[config.mk]
export PLATFORM = sky130hd
export DESIGN_NAME = counter_ctrl_flat
export DESIGN_NICKNAME = d
export VERILOG_FILES = /design/src/rtl/counter_ctrl_if.sv /design/src/rtl/counter_ctrl.sv /design/src/flat_wrapper.sv
export SDC_FILE = /design/constraint.sdc
export NUM_CORES = 1
export LEC_CHECK = 0
export BUFFER_PORTS_ARGS = -buffer_cell sky130_fd_sc_hd__buf_4
export CORE_MARGIN = 3
export CORE_UTILIZATION = 41
export CTS_CLUSTER_SIZE = 10
export DETAILED_ROUTE_END_ITERATION = 12
export SLEW_MARGIN = 15
export SYNTH_ARGS = -nofsm -noshare
export SYNTH_HDL_FRONTEND = slang
export SYNTH_SLANG_ARGS = --single-unit
[constraint.sdc]
create_clock -name CLK -period 3.5 [get_ports CLK]
set_input_delay 0.175 -clock CLK [delete_from_list [all_inputs] [get_ports CLK]]
set_output_delay 0.175 -clock CLK [all_outputs]
set_load 0.01 [all_outputs]
[src/rtl/counter_ctrl_if.sv]
// Front-panel bundle between the panel controller and the counter/display side:
// raw active-low buttons in, counter control and display strobes out.
interface counter_ctrl_if;
   logic       S1;
   logic       S2;
   logic       S3;
   logic       S4;
   logic       tick;
   logic       ce;
   logic       clr;
   logic       up;
   logic       L;
   logic [3:0] di;
   logic       fast;
   logic       blink;

   modport master (
      input  S1, S2, S3, S4,
      output tick, ce, clr, up, L, di, fast, blink
   );

   modport slave (
      output S1, S2, S3, S4,
      input  tick, ce, clr, up, L, di, fast, blink
   );
endinterface

[src/rtl/counter_ctrl.sv]
// Front-panel controller: button conditioning, run/stop/edit/load sequencing and
// step-tick generation for the board's 16-bit up/down counter.
module counter_ctrl #(
   parameter int DEB_CYCLES = 480000,
   parameter int TICK_FAST  = 9000,
   parameter int TICK_SLOW  = 48000000,
   parameter int CNT_W      = 26
) (
   input  logic           CLK,
   input  logic           RST_N,
   counter_ctrl_if.master pnl
);

   localparam int DEB_W = (DEB_CYCLES > 1) ? $clog2(DEB_CYCLES) : 1;
   localparam logic [DEB_W-1:0] DEB_MAX   = DEB_W'(DEB_CYCLES - 1);
   localparam logic [CNT_W-1:0] TERM_FAST = CNT_W'(TICK_FAST);
   localparam logic [CNT_W-1:0] TERM_SLOW = CNT_W'(TICK_SLOW);

   typedef enum logic [1:0] {
      ST_STOP = 2'd0,
      ST_RUN  = 2'd1,
      ST_EDIT = 2'd2,
      ST_LOAD = 2'd3
   } state_e;

   logic [3:0]       sync1_q, sync1_d;
   logic [3:0]       sync2_q, sync2_d;
   logic [3:0]       acc_q, acc_d;
   logic [DEB_W-1:0] deb_cnt_q [4];
   logic [DEB_W-1:0] deb_cnt_d [4];
   logic [3:0]       press_q, press_d;
   logic [CNT_W-1:0] pre_q, pre_d;
   logic [CNT_W-1:0] term_s;
   logic             tick_s;
   state_e           state_q, state_d;
   logic             ce_q, ce_d;
   logic             clr_q, clr_d;
   logic             clr_set_s;
   logic             up_q, up_d;
   logic             l_q, l_d;
   logic [3:0]       di_q, di_d;
   logic             fast_q, fast_d;
   logic             blink_q, blink_d;

   // Button synchronisers and per-button debounce; bit order is {S4,S3,S2,S1}.
   always_comb begin
      sync1_d = {pnl.S4, pnl.S3, pnl.S2, pnl.S1};
      sync2_d = sync1_q;
      acc_d   = acc_q;
      press_d = 4'b0000;
      for (int i = 0; i < 4; i++) begin
         deb_cnt_d[i] = deb_cnt_q[i];
         if (sync2_q[i] == acc_q[i]) begin
            deb_cnt_d[i] = {DEB_W{1'b0}};
         end else if (deb_cnt_q[i] == DEB_MAX) begin
            deb_cnt_d[i] = {DEB_W{1'b0}};
            acc_d[i]     = sync2_q[i];
            press_d[i]   = ~sync2_q[i];
         end else begin
            deb_cnt_d[i] = deb_cnt_q[i] + DEB_W'(1);
         end
      end
   end

   // Prescaler; an out-of-range count after a rate change restarts silently.
   always_comb begin
      term_s = fast_q ? TERM_FAST : TERM_SLOW;
      tick_s = (pre_q == term_s);
      if (pre_q >= term_s) begin
         pre_d = {CNT_W{1'b0}};
      end else begin
         pre_d = pre_q + CNT_W'(1);
      end
   end

   // Panel FSM; each arm honours S1 > S4 > S2 > S3 among the presses it accepts.
   always_comb begin
      state_d   = state_q;
      up_d      = up_q;
      di_d      = di_q;
      fast_d    = fast_q;
      clr_set_s = 1'b0;
      case (state_q)
         ST_STOP: begin
            if (press_q[0]) begin
               state_d = ST_RUN;
            end else if (press_q[3]) begin
               state_d = ST_EDIT;
            end else if (press_q[1]) begin
               clr_set_s = 1'b1;
            end else if (press_q[2]) begin
               up_d = ~up_q;
            end else begin
               state_d = ST_STOP;
            end
         end
         ST_RUN: begin
            if (press_q[0]) begin
               state_d = ST_STOP;
            end else if (press_q[1]) begin
               clr_set_s = 1'b1;
            end else if (press_q[2]) begin
               up_d = ~up_q;
            end else begin
               state_d = ST_RUN;
            end
         end
         ST_EDIT: begin
            if (press_q[0]) begin
               state_d = ST_STOP;
            end else if (press_q[3]) begin
               state_d = ST_LOAD;
            end else if (press_q[1]) begin
               fast_d = ~fast_q;
            end else if (press_q[2]) begin
               di_d = di_q + 4'd1;
            end else begin
               state_d = ST_EDIT;
            end
         end
         ST_LOAD: begin
            if (tick_s) begin
               state_d = ST_STOP;
            end else begin
               state_d = ST_LOAD;
            end
         end
         default: begin
            state_d = ST_STOP;
         end
      endcase

      // A pending clear lives through the next tick; it is dropped rather than overlap a load.
      if (state_d == ST_LOAD) begin
         clr_d = 1'b0;
      end else if (clr_set_s) begin
         clr_d = 1'b1;
      end else if (tick_s) begin
         clr_d = 1'b0;
      end else begin
         clr_d = clr_q;
      end

      ce_d    = (state_d == ST_RUN);
      l_d     = (state_d == ST_LOAD);
      blink_d = (state_d == ST_EDIT);
   end

   // State and output registers.
   always_ff @(posedge CLK or negedge RST_N) begin
      if (!RST_N) begin
         sync1_q <= 4'hF;
         sync2_q <= 4'hF;
         acc_q   <= 4'hF;
         press_q <= 4'h0;
         for (int i = 0; i < 4; i++) begin
            deb_cnt_q[i] <= {DEB_W{1'b0}};
         end
         pre_q   <= {CNT_W{1'b0}};
         state_q <= ST_STOP;
         ce_q    <= 1'b0;
         clr_q   <= 1'b0;
         up_q    <= 1'b1;
         l_q     <= 1'b0;
         di_q    <= 4'h0;
         fast_q  <= 1'b0;
         blink_q <= 1'b0;
      end else begin
         sync1_q <= sync1_d;
         sync2_q <= sync2_d;
         acc_q   <= acc_d;
         press_q <= press_d;
         for (int i = 0; i < 4; i++) begin
            deb_cnt_q[i] <= deb_cnt_d[i];
         end
         pre_q   <= pre_d;
         state_q <= state_d;
         ce_q    <= ce_d;
         clr_q   <= clr_d;
         up_q    <= up_d;
         l_q     <= l_d;
         di_q    <= di_d;
         fast_q  <= fast_d;
         blink_q <= blink_d;
      end
   end

   assign pnl.tick  = tick_s;
   assign pnl.ce    = ce_q;
   assign pnl.clr   = clr_q;
   assign pnl.up    = up_q;
   assign pnl.L     = l_q;
   assign pnl.di    = di_q;
   assign pnl.fast  = fast_q;
   assign pnl.blink = blink_q;

endmodule

[src/flat_wrapper.sv]
// flat-port wrapper written by rule: the top's interface ports become plain ports
module counter_ctrl_flat 
#(
   parameter int DEB_CYCLES = 480000,
   parameter int TICK_FAST  = 9000,
   parameter int TICK_SLOW  = 48000000,
   parameter int CNT_W      = 26
)
  (CLK, RST_N, pnl_S1, pnl_S2, pnl_S3, pnl_S4, pnl_tick, pnl_ce, pnl_clr, pnl_up, pnl_L, pnl_di, pnl_fast, pnl_blink);
  counter_ctrl_if pnl_i ();
  input  logic CLK;
  input  logic RST_N;
  input wire logic [$bits(pnl_i.S1)-1:0] pnl_S1;
  input wire logic [$bits(pnl_i.S2)-1:0] pnl_S2;
  input wire logic [$bits(pnl_i.S3)-1:0] pnl_S3;
  input wire logic [$bits(pnl_i.S4)-1:0] pnl_S4;
  output wire logic [$bits(pnl_i.tick)-1:0] pnl_tick;
  output wire logic [$bits(pnl_i.ce)-1:0] pnl_ce;
  output wire logic [$bits(pnl_i.clr)-1:0] pnl_clr;
  output wire logic [$bits(pnl_i.up)-1:0] pnl_up;
  output wire logic [$bits(pnl_i.L)-1:0] pnl_L;
  output wire logic [$bits(pnl_i.di)-1:0] pnl_di;
  output wire logic [$bits(pnl_i.fast)-1:0] pnl_fast;
  output wire logic [$bits(pnl_i.blink)-1:0] pnl_blink;
  assign pnl_i.S1 = pnl_S1;
  assign pnl_i.S2 = pnl_S2;
  assign pnl_i.S3 = pnl_S3;
  assign pnl_i.S4 = pnl_S4;
  assign pnl_tick = pnl_i.tick;
  assign pnl_ce = pnl_i.ce;
  assign pnl_clr = pnl_i.clr;
  assign pnl_up = pnl_i.up;
  assign pnl_L = pnl_i.L;
  assign pnl_di = pnl_i.di;
  assign pnl_fast = pnl_i.fast;
  assign pnl_blink = pnl_i.blink;
  counter_ctrl #(.DEB_CYCLES(DEB_CYCLES), .TICK_FAST(TICK_FAST), .TICK_SLOW(TICK_SLOW), .CNT_W(CNT_W)) u_core (.CLK(CLK), .RST_N(RST_N), .pnl(pnl_i));
endmodule
=== Yosys cells after proc, flatten, opt, wreduce, memory -nomap -nowiden ===
Cells that the tools add are included.

* $add $sub $neg: 6
* Magnitude comparators: 1
* Equality and inequality tests: 18
* Muxes and demuxes: 45
* Bitwise logic cells: 13
* Reductions and logical operators: 10

{| class="wikitable"
|+ Operators by type and width
! operator !! count
|-
| two-way mux 19 bit || 8
|-
| adder 19 x 1 -> 19 bit, second input constant || 4
|-
| equality test 19 bit, second input constant || 4
|-
| two-way mux 26 bit || 2
|-
| adder 26 x 1 -> 26 bit, second input constant || 1
|-
| equality test 26 bit || 1
|-
| greater-or-equal comparator 26 bit || 1
|-
| two-way mux 2 bit || 12
|-
| two-way mux 1 bit || 20
|-
| inverter 1 bit || 13
|-
| equality test 2 bit, second input constant || 4
|-
| one-hot mux 2 bit (4 select lines) || 1
|-
| AND reduction 2 bit || 4
|-
| AND reduction 4 bit || 2
|-
| != test 2 bit, second input constant || 3
|-
| AND reduction 5 bit || 1
|-
| adder 4 x 1 -> 4 bit, second input constant || 1
|-
| equality test 1 bit || 4
|-
| equality test 2 x 1 -> 1 bit, second input constant || 2
|-
| one-hot mux 1 bit (2 select lines) || 2
|-
| nonzero test 3 bit || 1
|-
| zero test 2 bit || 1
|-
| nonzero test 2 bit || 1
|}

* Register bits: 130
* Input bits: 6
* Word-level logic and storage cells: 113

=== Depth between registers and ports, before layout ===
* Depth in word-level cells: 7
* Gate-level depth with buffers: 9

=== Worst setup path after synthesis ===
Ideal clock, no wire load.

* Path kind: reg-to-reg
* Start: reg u_core.fast_q, in the netlist u_core.pnl.fast
* End: reg u_core.pre_q[3]
* Setup time: 0.130 ns
* Data arrival time: 2.401 ns
* Required time: 3.370 ns
* Setup slack: 0.969 ns
* Stages on the path, launching flop included: 8
* Period minus slack after synthesis: 2.531 ns
* Cells stage by stage: dfrtp_1 ha_1 nand4b_1 or4_4 or4_4 nand2_2 buf_4 nor3_1

* Word-level cells in the longest chain between the ends: 3

{| class="wikitable"
|+ RTL lines
! element !! line !! source
|-
| from (decl) || counter_ctrl.sv:42 || <nowiki>logic fast_q, fast_d;</nowiki>
|-
| from (signal assigned) || counter_ctrl.sv:183 || <nowiki>fast_q <= fast_d;</nowiki>
|-
| two-way mux 26 bit || counter_ctrl.sv:67 || <nowiki>term_s = fast_q ? TERM_FAST : TERM_SLOW;</nowiki>
|-
| greater-or-equal comparator 26 bit || counter_ctrl.sv:69 || <nowiki>if (pre_q >= term_s) begin</nowiki>
|-
| two-way mux 26 bit || counter_ctrl.sv:69 ||
|-
| net u_core.pre_d[3] || counter_ctrl.sv:32 || <nowiki>logic [CNT_W-1:0] pre_q, pre_d;</nowiki>
|-
| to (signal assigned) || counter_ctrl.sv:159 || <nowiki>pre_q <= {CNT_W{1'b0}};</nowiki>
|-
| to (signal assigned) || counter_ctrl.sv:176 || <nowiki>pre_q <= pre_d;</nowiki>
|-
| to (decl) || counter_ctrl.sv:32 ||
|}

The timed path passes the listed nets, and every way through them passes these cells.
A chain may end at the register's enable or synchronous reset.

=== Worst setup path after layout ===
* Start: reg u_core.fast_q, in the netlist u_core.pnl.fast
* End: out pnl_tick

* Word-level cells in the longest chain between the ends: 2

{| class="wikitable"
|+ RTL lines
! element !! line !! source
|-
| two-way mux 26 bit || counter_ctrl.sv:67 ||
|-
| equality test 26 bit || counter_ctrl.sv:68 || <nowiki>tick_s = (pre_q == term_s);</nowiki>
|-
| to (decl) || flat_wrapper.sv:17 || <nowiki>output wire logic [$bits(pnl_i.tick)-1:0] pnl_tick;</nowiki>
|}

No other way between the ends.

==> results.cfg <==
[placement]
dpl.hpwl_mm = 8.194
dpl_cell_area_sq_um = 6640
numPlacedInstances = 801
io_buffers = 16
routabilityCongestion = 0.8085

[pwr]
p_int_uw = 2702
p_comb_share_pct = 2.1
seqPwrFrac_pct = 45.0
finalPower_uw = 3415
p_per_area_nw_per_um2 = 467.6
pwr-share-clk_pct = 52.8
irDropWorstVdd_mv = 0.3071
p_sw_share_pct = 20.88
p_sw_uw = 712.9
leakage_uw = 0.003239

[clock_network]
path_clk_slew_ns = 0.06
cts-root-buf = clkbuf_16
cts_tree = yes
clk_path_buf_depth = 2
h-tree-depth = 4
clock_latency_ns = 0.41
cts_buffers = 17
cts.sinks = 130
ctsResizeCount = 0

[yosys]
ys_top_cells_by_area = dfrtp_1 (46%), xnor2_1 (7.6%), xor2_1 (6.4%)
synth_top_area_share_pct = 46.34
synth_cell_type_count = 49
async_flop_share_pct = 100.0
synth-main-ff-cell = dfrtp_1
synth_nets = 636
yosysWarnings = 0
syn_area_sq_um = 6319
synth_cells = 610
synth_edf_count = 0
synth_largest_area_cell = dfrtp_1
avgSynthCellArea_sq_um = 10.36
ys_seq_elements = 130
ys_seq_area_share_pct = 51.74

[drt]
vias = 4381
viasPerCell = 5.228
ant_nets = 0
dr.first_iter.drc_count = 199
wl_mm = 11.82
avgRoutedWirePerCell_microns = 14.10
drc = 0
first_pass_iters = 4

[critical_path]
required_ns = 3.32
critPathMaxStageDelay_ns = 0.56
reg2reg_depth = 6
crit_arrival_ns = 2.85
rr_endpoint = u_core.pre_q[13]
criticalPathCategory = flop to output port
r2r-start = u_core.pnl.fast
path_common_cell = or4_4
cp-end-kind = output port
worstPathCellList = ha_1, nand4b_1, or4_4, or4_4, inv_1, buf_4
critical_path.max_fanout = 13
crit_slowest_cell = dfrtp_1
crit_path_start_kind = flop
r2r_setup_slack_ns = 0.61

[floorplanning]
io_pins = 17
core.rowCount = 44
fp.coreArea_sq_um = 14810
initial_core_util_pct = 42.67
die-area_sq_um = 16940
floorplan.die.width_microns = 130.1
die_y_microns = 130.1

[final_layout]
fin_area_sq_um = 7302
fin_util_pct = 49.31
layout-drive-gt1-share_pct = 12.23
final_common_cell = dfrtp_1
n_antenna_cell = 0
instances_no_fill = 838
final_nets = 667
area_growth_pct = 15.56
final_cell_mix = dfrtp_1 (117), nor2_1 (100), xnor2_1 (55)

[hold_path]
worst_hold_path_type = flop to flop
hold_depth = 0
hold_start = u_core.sync1_q[3]
min_to = u_core.sync2_q[3]

[timing]
grt_setup_unrepaired = false
finalHoldViolations = 0
tightestPinTransition_ns = 0.8134
finalMaxSlewViolations = 0
fin_crit_ns = 3.022
maxSlewHeadroom_pct = 45.77
skew_ns = 0.007193
setup_tns_ns = 0
min_period_over_period_pct = 86.34
fmax_mhz = 330.9
setup_viol = 0

[grt]
grt.overflow.total = 0
grt_max_degree = 66
antenna_found_initial = 0
gr-usage-all-layers_pct = 15.08
grt_pass1_vias = 4370
grt_pass1_wl_mm = 20.56

[flow_run]
maxCapViolations = 0

[run_status]
status = complete, no violations
-- power by group through the flow --
stage               Sequential, uW  Combinational [uW]  Clock (uW)
detailed placement            1560                73.0           0
global placement              1560                70.1           0
floorplan                     1560                28.0           0
finish                        1540                73.1        1800
global route                  1540                86.0        1920
CTS                           1540                77.6        1850
-- per-layer routing --
| metal | vias to the layer above | part of all wire, % | GRT usage, % |
|---|---|---|---|
| met2 | 58 | 49 | 24.59 |
| met4 | 0 | 1.7 | 5.501 |
| met3 | 17 | 2.6 | 3.438 |
| met5 | - | 0 | 0 |
| li1 | 2173 | - | - |
| met1 | 2133 | 47 | 19.75 |
-- how the worst max path moves through the flow --
stage | startpoint | endpoint | slack [ns] | cells after the start
after floorplan | u_core.pnl.fast | u_core.pre_q[3] | 0.97 | 7
after global placement | u_core.pnl.fast | u_core.pre_q[2] | 0.69 | 6
after detailed placement | u_core.pnl.fast | u_core.pre_q[10] | 0.63 | 6
after CTS | u_core.pnl.fast | pnl_tick | 0.43 | 6
after global routing | u_core.pnl.fast | pnl_tick | 0.33 | 6
final | u_core.pnl.fast | pnl_tick | 0.48 | 6
-- through the flow --
step                      setup WS (ns)  hold WS, ns
after floorplan                  0.9689      -0.1206
after global placement           0.6926       0.2848
after detailed placement         0.6328       0.2845
after CTS                        0.4311       0.3564
after global routing             0.3265       0.3594
final                            0.4780       0.3551
-- cells by family after synthesis --
kind of cell | share of synthesized area [%]
compound gates | 2.376
xor+xnor | 14.00
fa+ha+maj | 3.960
buf+inv | 1.822
flops | 51.74
mux | 0.7128
simple gates | 25.39
-- worst max-delay path, delay by kind of cell, from the launching register on --
| family | cells | cell delay (ns) |
|---|---|---|
| DFF | 1 | 0.56 |
| and+or+nand+nor | 3 | 1.27 |
| buffers and inverters | 2 | 0.22 |
| adders and majority gates | 1 | 0.39 |
-- what timing repair did --
item                      4_1_cts  5_1_grt
hold endpoints to repair       60        0
hold buffers                    5        0
buffers inserted                0        0
-- sequential cells by signal, summed over array words and instances (netlist names), 2 cells and up --
signal            count
u_core.deb_cnt_q     76
u_core.pnl.di         4
u_core.pre_q         26
u_core.press_q        4
u_core.sync1_q        4
u_core.acc_q          4
u_core.sync2_q        4
u_core.state_q        2
-- cell type report --
cell class              instances  area (sq um)
multi-input cells             452          2934
flip-flops and latches        130          3269
fillers                      1317          7507
inverters                      15         56.30
clock inverters                13         158.9
repair buffers                 25         200.2
well taps                     184         230.2
clock buffers                  19         452.9
-- cells in the mapped netlist, drive strengths merged, types with 2 or more instances --
library cell / n
o21ai: 4
and4: 15
or2: 2
nor3b: 4
xnor2: 55
nor4: 2
inv: 15
and3: 20
nand4b: 3
nand3: 36
a211oi: 3
nand2: 31
nor4b: 3
dfrtp: 117
dfstp: 13
nor4bb: 3
or4: 4
a211o: 2
or3: 3
nor2: 101
and2: 9
nor3: 33
nand4: 27
ha: 20
buf: 4
and3b: 2
o31ai: 2
nor2b: 3
mux2: 4
a21oi: 5
clkbuf: 9
xor2: 46
Note: power is estimated with default switching activity, not from simulation.
